--- src/rtl/program_loader.sv ---
// Boot loader: assembles little-endian instruction words from a byte stream and
// writes them through the core's debug imem port, holding the core in reset meanwhile.
module program_loader #(
  parameter int               XLEN               = 64,
  parameter int               INSTRUCTION_LENGTH = 32,
  parameter logic [XLEN-1:0]  BASE_ADDR          = '0,
  parameter int               MAX_WORDS          = 1024,
  parameter int               TIMEOUT_CYCLES     = 100000,
  parameter int               RELEASE_CYCLES     = 4
) (
  input  logic                          clk,
  input  logic                          rst,
  input  logic                          load_req,
  input  logic                          rx_valid,
  input  logic [7:0]                    rx_data,
  output logic                          rx_ready,
  output logic                          dbg_wr_en,
  output logic [XLEN-1:0]               dbg_addr,
  output logic [INSTRUCTION_LENGTH-1:0] dbg_instr,
  output logic                          core_rst,
  output logic                          busy,
  output logic                          done,
  output logic                          err
);

  // state   | meaning
  // LEN     | collecting the 4-byte word count N
  // DATA    | collecting the 4 bytes of the next instruction
  // WRITE   | one-cycle imem write strobe
  // RELEASE | holding core reset for RELEASE_CYCLES after the last write
  // RUN     | core running; waits for load_req
  localparam logic [2:0] S_LEN     = 3'd0;
  localparam logic [2:0] S_DATA    = 3'd1;
  localparam logic [2:0] S_WRITE   = 3'd2;
  localparam logic [2:0] S_RELEASE = 3'd3;
  localparam logic [2:0] S_RUN     = 3'd4;

  localparam int          WIDX  = $clog2(MAX_WORDS + 1);
  localparam int          TW    = $clog2(TIMEOUT_CYCLES + 1);
  localparam int          RW    = $clog2(RELEASE_CYCLES + 1);
  localparam logic [31:0] MAX_N = 32'(MAX_WORDS);

  logic [2:0]      state;
  logic [1:0]      byte_cnt;
  logic [WIDX-1:0] word_idx;
  logic [TW-1:0]   timer;
  logic [RW-1:0]   rel_cnt;
  logic [31:0]     n_words;
  logic [31:0]     word_buf;
  logic [31:0]     asm_next;
  logic            hs;
  logic            timed;

  assign rx_ready  = !rst && (state == S_LEN || state == S_DATA);
  assign hs        = rx_valid && rx_ready;
  assign timed     = (state == S_LEN && byte_cnt != 2'd0) || state == S_DATA;
  assign dbg_wr_en = (state == S_WRITE);
  assign core_rst  = (state != S_RUN);
  assign busy      = (state != S_RUN);
  assign done      = (state == S_RUN);

  // Count and instruction bytes share one little-endian byte-insert path.
  always_comb begin
    asm_next = (state == S_DATA) ? word_buf : n_words;
    asm_next[{byte_cnt, 3'b000} +: 8] = rx_data;
  end

  always_ff @(posedge clk or posedge rst) begin
    if (rst) begin
      state     <= S_LEN;
      byte_cnt  <= '0;
      word_idx  <= '0;
      timer     <= '0;
      rel_cnt   <= '0;
      n_words   <= '0;
      word_buf  <= '0;
      dbg_addr  <= BASE_ADDR;
      dbg_instr <= '0;
      err       <= 1'b0;
    end else begin
      case (state)
        S_LEN, S_DATA: begin
          if (hs) begin
            timer    <= '0;
            byte_cnt <= byte_cnt + 2'd1;
            if (state == S_LEN) n_words <= asm_next;
            else                word_buf <= asm_next;
            if (byte_cnt == 2'd3) begin
              if (state == S_LEN) begin
                if (asm_next == 32'd0) begin
                  state   <= S_RELEASE;
                  rel_cnt <= RW'(RELEASE_CYCLES - 1);
                end else if (asm_next > MAX_N) begin
                  err <= 1'b1;
                end else begin
                  state <= S_DATA;
                end
              end else begin
                state     <= S_WRITE;
                dbg_instr <= INSTRUCTION_LENGTH'(asm_next);
                dbg_addr  <= BASE_ADDR + XLEN'({word_idx, 2'b00});
              end
            end
          end else if (timed) begin
            // Abandon the frame; words already written stay in imem.
            if (timer == TW'(TIMEOUT_CYCLES - 1)) begin
              err      <= 1'b1;
              state    <= S_LEN;
              byte_cnt <= '0;
              word_idx <= '0;
              timer    <= '0;
            end else begin
              timer <= timer + TW'(1);
            end
          end else begin
            timer <= '0;
          end
        end
        S_WRITE: begin
          word_idx <= word_idx + WIDX'(1);
          if (32'(word_idx) + 32'd1 == n_words) begin
            state   <= S_RELEASE;
            rel_cnt <= RW'(RELEASE_CYCLES - 1);
          end else begin
            state <= S_DATA;
          end
        end
        S_RELEASE: begin
          if (rel_cnt == '0) state <= S_RUN;
          else               rel_cnt <= rel_cnt - RW'(1);
        end
        S_RUN: begin
          if (load_req) begin
            state    <= S_LEN;
            err      <= 1'b0;
            byte_cnt <= '0;
            word_idx <= '0;
            timer    <= '0;
          end
        end
        default: state <= S_LEN;
      endcase
    end
  end

endmodule
--- config.mk ---
export PLATFORM = sky130hd
export DESIGN_NAME = program_loader
export DESIGN_NICKNAME = d
export VERILOG_FILES = /design/src/rtl/program_loader.sv
export SDC_FILE = /design/constraint.sdc
export NUM_CORES = 1
export LEC_CHECK = 0
export ABC_CLOCK_PERIOD_IN_PS = 4950
export CAP_MARGIN = 20
export CORE_MARGIN = 5
export CORE_UTILIZATION = 40
export CTS_CLUSTER_DIAMETER = 50
export DETAILED_ROUTE_END_ITERATION = 7
export PLACE_DENSITY = 0.73
export SLEW_MARGIN = 20
export SYNTH_ARGS = -nofsm -noshare
export SYNTH_HDL_FRONTEND = slang
export SYNTH_SLANG_ARGS = --single-unit
--- constraint.sdc ---
create_clock -name clk -period 4.95 [get_ports clk]
set_clock_uncertainty 0.05 [all_clocks]
set_input_delay 0.495 -clock clk [delete_from_list [all_inputs] [get_ports clk]]
set_output_delay 0.495 -clock clk [all_outputs]
set_load 0.1 [all_outputs]
# Word-level counts from Yosys, hierarchy flattened
# Cells that the tools add are included.
# word_totals
elab_cells,113
ff_bits,144
# op_classes
muxes,44
eq_ne,26
n_shift,2
n_lt_le_gt_ge,1
reduce_logical,23
add_sub_neg,6
bitwise,1
# ops
cell,count
two-way mux 17 bit,4
two-way mux 3 bit,15
two-way mux 11 bit,4
one-hot mux 17 bit (2 select lines),1
one-hot mux 11 bit (3 select lines),1
bitwise mux 32 bit,1
== test 12 x 32 -> 1 bit,1
"greater-than comparator 32 x 11 -> 1 bit, second input constant",1
logical NOT 32 bit,1
two-way mux 32 bit,1
"variable shift 8 x 7 -> 32 bit, first input constant",1
variable part select 8 x 7 -> 32 bit,1
"inequality test 3 bit, second input constant",7
"inequality test 2 bit, second input constant",10
"adder 17 x 1 -> 17 bit, second input constant",1
"== test 17 bit, second input constant",1
"adder 11 x 1 -> 12 bit, second input constant",1
one-hot mux 3 bit (4 select lines),1
"adder 11 x 1 -> 11 bit, second input constant",1
two-way mux 2 bit,5
one-hot mux 3 bit (3 select lines),1
two-way mux 1 bit,8
AND reduction 4 bit,2
AND reduction 8 bit,1
other kinds (24),32

# Logic depth before layout (Yosys ltp)
# logic_depth
word_depth,10
depth_mapped,12
ltp_nobuf,9

# Worst setup path after synthesis
# OpenSTA, ideal clock, no wires.
# synth_path
path_kind,register -> output
startpoint,register state[1]
endpoint,output rx_ready
path_stages_with_launch,4
arrival_time_ps,2726
slack_ps,1679
n_path_buf,2
required_time_ps,4405
path_cell_list,dfrtp_1 -> buf_2 -> buf_2 -> nor3_1
# synth_between
elab_chain_len,3
word_cells_on_any_way,4
# synth_rtl
element,line_no,text
start: declaration,43,logic [2:0] state;
start signal: assignment,70,state <= S_LEN;
start signal: assignment,91,state <= S_RELEASE;
start signal: assignment,96,state <= S_DATA;
== test 3 x 1 -> 1 bit / logical NOT 3 bit (equally long branches),54,assign rx_ready = !rst && (state == S_LEN || state == S_DATA);
logical OR 1 bit (*),54,
logical AND 1 bit (*),54,
end: declaration,16,"output logic rx_ready,"
# Mark *: on every way between the ends. The rest lies on a longest branch, timed or not.

# Worst setup path after layout
# layout_path
startpoint,register state[0]
endpoint,register rel_cnt[2]
# layout_between
elab_chain_len,6
word_cells_on_any_way,20
# layout_rtl
element,line_no,text
== test 3 x 1 -> 1 bit / logical NOT 3 bit (equally long branches),n/a,
two-way mux 32 bit / logical OR 1 bit (equally long branches),"64, 54",
bitwise mux 32 bit / logical AND 1 bit (equally long branches),"65, 54",
logical NOT 32 bit / logical AND 1 bit (equally long branches),"90, 55",
inequality test 2 bit (no line),n/a,
AND reduction 7 bit (no line),n/a,
end signal: assignment,92,rel_cnt <= RW'(RELEASE_CYCLES - 1);
end signal: assignment,123,rel_cnt <= RW'(RELEASE_CYCLES - 1);
end signal: assignment,130,else rel_cnt <= rel_cnt - RW'(1);
end: declaration,47,logic [RW-1:0] rel_cnt;
# Several ways; a longest one is shown, not always the timed one.
# A chain may end at the register's enable or synchronous reset.

==> out/metrics.csv <==
metric;value;unit
status;finished clean;
die_h;148;um
rows;50;
dieArea;22000;um^2
synth_top_area_share;0.471;
seq_area_frac_synth;0.471;
final-hold-violation-count;0;
cellLeakagePower;3.82;nW
maxSlewHeadroom;0.248;
syn_area;7650;um^2
grt_pass1_wl;30500;um
finalWeightedCongestion;0.839;
setup_tns;0;ps
p_sw;0.00256;W
timing.rr.end;rel_cnt[2];
syn_to_final_growth;15.3;%
cts_tree;done;
drc;0;
grt_overflow;0;
track_usage;0.171;
seqPwrFrac;0.342;
slew_viol_final;0;
hold_path_startpoint;dbg_instr[4];
arrival;4070;ps
fin_crit_sh;0.770;
setup_violations;0;
clkSinkCount;144;
yosys.area.top_type;dfrtp_1;
combPwrFrac;0.416;
ys_types;61;
port_buffers;60;
clock_latency;430;ps
ant_nets;0;
ys_seq_elements;144;
synthTopCellsByArea;dfrtp_1 (47%), nand2_1 (7.4%), a21oi_1 (6.7%);
dp_hpwl;12900;um
core;18800;um^2
initial_core_util;0.408;
grt_pass1_vias;5900;
r2r_slack;1140;ps
clkTransAtPathRegs;60;ps
grt_max_degree;77;
holdPathStages;2;
sw_frac_of_total;0.456;
path_cells;nor3b_4 -> buf_4 -> mux2i_1 -> a2bb2oi_1 -> o2111ai_1 -> nor3_2 -> o221ai_2 -> a221o_1;
path_max_fanout;25;
crit_path_end_kind;register;
ff2ff_path_depth;8;
hold_buffers;0;
powerDensity;637;nW/um^2
drt_pass1_iterations;5;
final_common_cell;nand2_1;
viasPerCell;5.46;
synth_edf_count;0;
antennaDiodeCount;0;
placed_cell_area;8200;um^2
maxCapViolCount;0;
slowest_stage;nor3b_4;
critical-path-max-stage-delay;1000;ps
drt_iter0_drc;517;
worstSetupPathType;register to register;
max_freq;262;MHz
synthCells;875;
cts_resized;0;
postCtsSetupBuffers;0;
clockBufferDepth;2;
filler_cell_count;1773;
min_period;3810;ps
final_nets;926;
hp-class;register to register;
r2r_start;state[0];
grt_antenna_before_repair;0;
num_vias;6283;
worstMarginPinSlew;1130;ps
cts_root_buffer;clkbuf_16;
htreeDepth;4;
io_pins;114;
start_kind;register;
async_flop_share;1.00;
mostFrequentLayoutCells;nand2_1 (149), dfrtp_1 (144), a21oi_1 (102);
avgSynthCellArea;8.75;um^2
power.internal;0.00306;W
cts_buffers;17;
yosys_warnings;0;
die_w;148;um
drive_above_1_share;0.0720;
synth_ff_type;dfrtp_1;
worstPathRequired;5210;ps
cp-endpoint;rel_cnt[2];
rsz0062_at_grt;no;
peakVddDrop;0.310;mV
crit_start;state[0];
finalInstanceArea;8820;um^2
wl;18600;um
wl_per_cell;16.2;um
p_clk_frac;0.242;
[worst min-delay path by stage]
stage and end:
2_1_floorplan word_buf[10], 3_3_place_gp dbg_instr[6], 3_5_place_dp dbg_instr[28], 4_1_cts dbg_instr[28]
5_1_grt dbg_instr[5], 6_report dbg_instr[4]
[worst max-delay path: cells and delay by family, from the launching register on]
kind / cells / cell delay [ps]
AOI/OAI and AO/OA: 4 / 1130
buffers and inverters: 1 / 380
DFF: 1 / 670
muxes: 1 / 200
and+or+nand+nor: 2 / 1250
[Yosys cell counts, types with 3 or more instances]
cell type  number
nand2_1       150
nor2_1         64
ha_1           10
a31oi_1         4
xnor2_1        10
nand2b_1        7
nor4b_1         3
dfrtp_1       144
nand4_1         8
nor4bb_1        4
nor3_1         17
nand3_1        13
xor2_1         15
clkbuf_1       47
o31ai_1         5
and3_1         10
nor4_1         11
mux2_2         11
mux2i_1         7
a21oi_1       102
a2bb2oi_1       7
or4_1           4
or3_1           4
inv_1          10
buf_2           8
and4_1          6
o21ai_0        91
or2_2           3
buf_4          54
[layout make-up]
type                    count  area, um^2  share of cell area
flip-flops and latches    144        3600               0.408
well taps                 234         293              0.0332
clock buffers              19         433              0.0491
inverters                  10        42.5             0.00482
clock inverters            13         188              0.0213
multi-input cells         662        3600               0.408
repair buffers             69         668              0.0757
[cells by family after synthesis]
logic type,Yosys count,synth area share
and+or+nand+nor,323,0.202
buffers and inverters,121,0.0871
DFF,144,0.471
muxes,18,0.0253
other,1,0.000490
adders and majority gates,10,0.0163
xor gates and xnor gates,25,0.0286
AOI/OAI and AO/OA,233,0.170
[power by group through the flow]
stage,Clock [W],Combinational [W],Sequential (W)
2_1_floorplan,0,0.00132,0.00240
3_3_place_gp,0,0.00229,0.00192
3_5_place_dp,0,0.00232,0.00193
4_1_cts,0.00138,0.00233,0.00192
5_1_grt,0.00144,0.00253,0.00198
6_report,0.00136,0.00234,0.00192
[metal layers]
layer,GRT usage,share of wire,up-vias
li1,-,-,2993
met1,0.236,0.45,3029
met2,0.267,0.47,214
met3,0.0347,0.055,47
met4,0.0642,0.024,0
met5,0,0,-
[registers in the layout, indices dropped and copies added (netlist names)]
register	count
timer	17
rel_cnt	3
word_idx	11
dbg_addr	11
dbg_instr	32
err	1
word_buf	32
byte_cnt	2
n_words	32
state	3
[stage by stage]
stage / cells / setup slack [ps] / utilization / hold slack [ps] / power (W)
5_1_grt: 1151 / 916 / 0.470 / 448 / 0.00595
4_1_cts: 1151 / 1210 / 0.470 / 437 / 0.00563
3_3_place_gp: 1119 / 1380 / 0.437 / 413 / 0.00421
6_report: 1151 / 1140 / 0.470 / 430 / 0.00562
2_1_floorplan: 927 / 539 / - / 400 / 0.00371
3_5_place_dp: 1119 / 1270 / 0.437 / 423 / 0.00425
No activity file was read; power rests on OpenSTA's default activity.
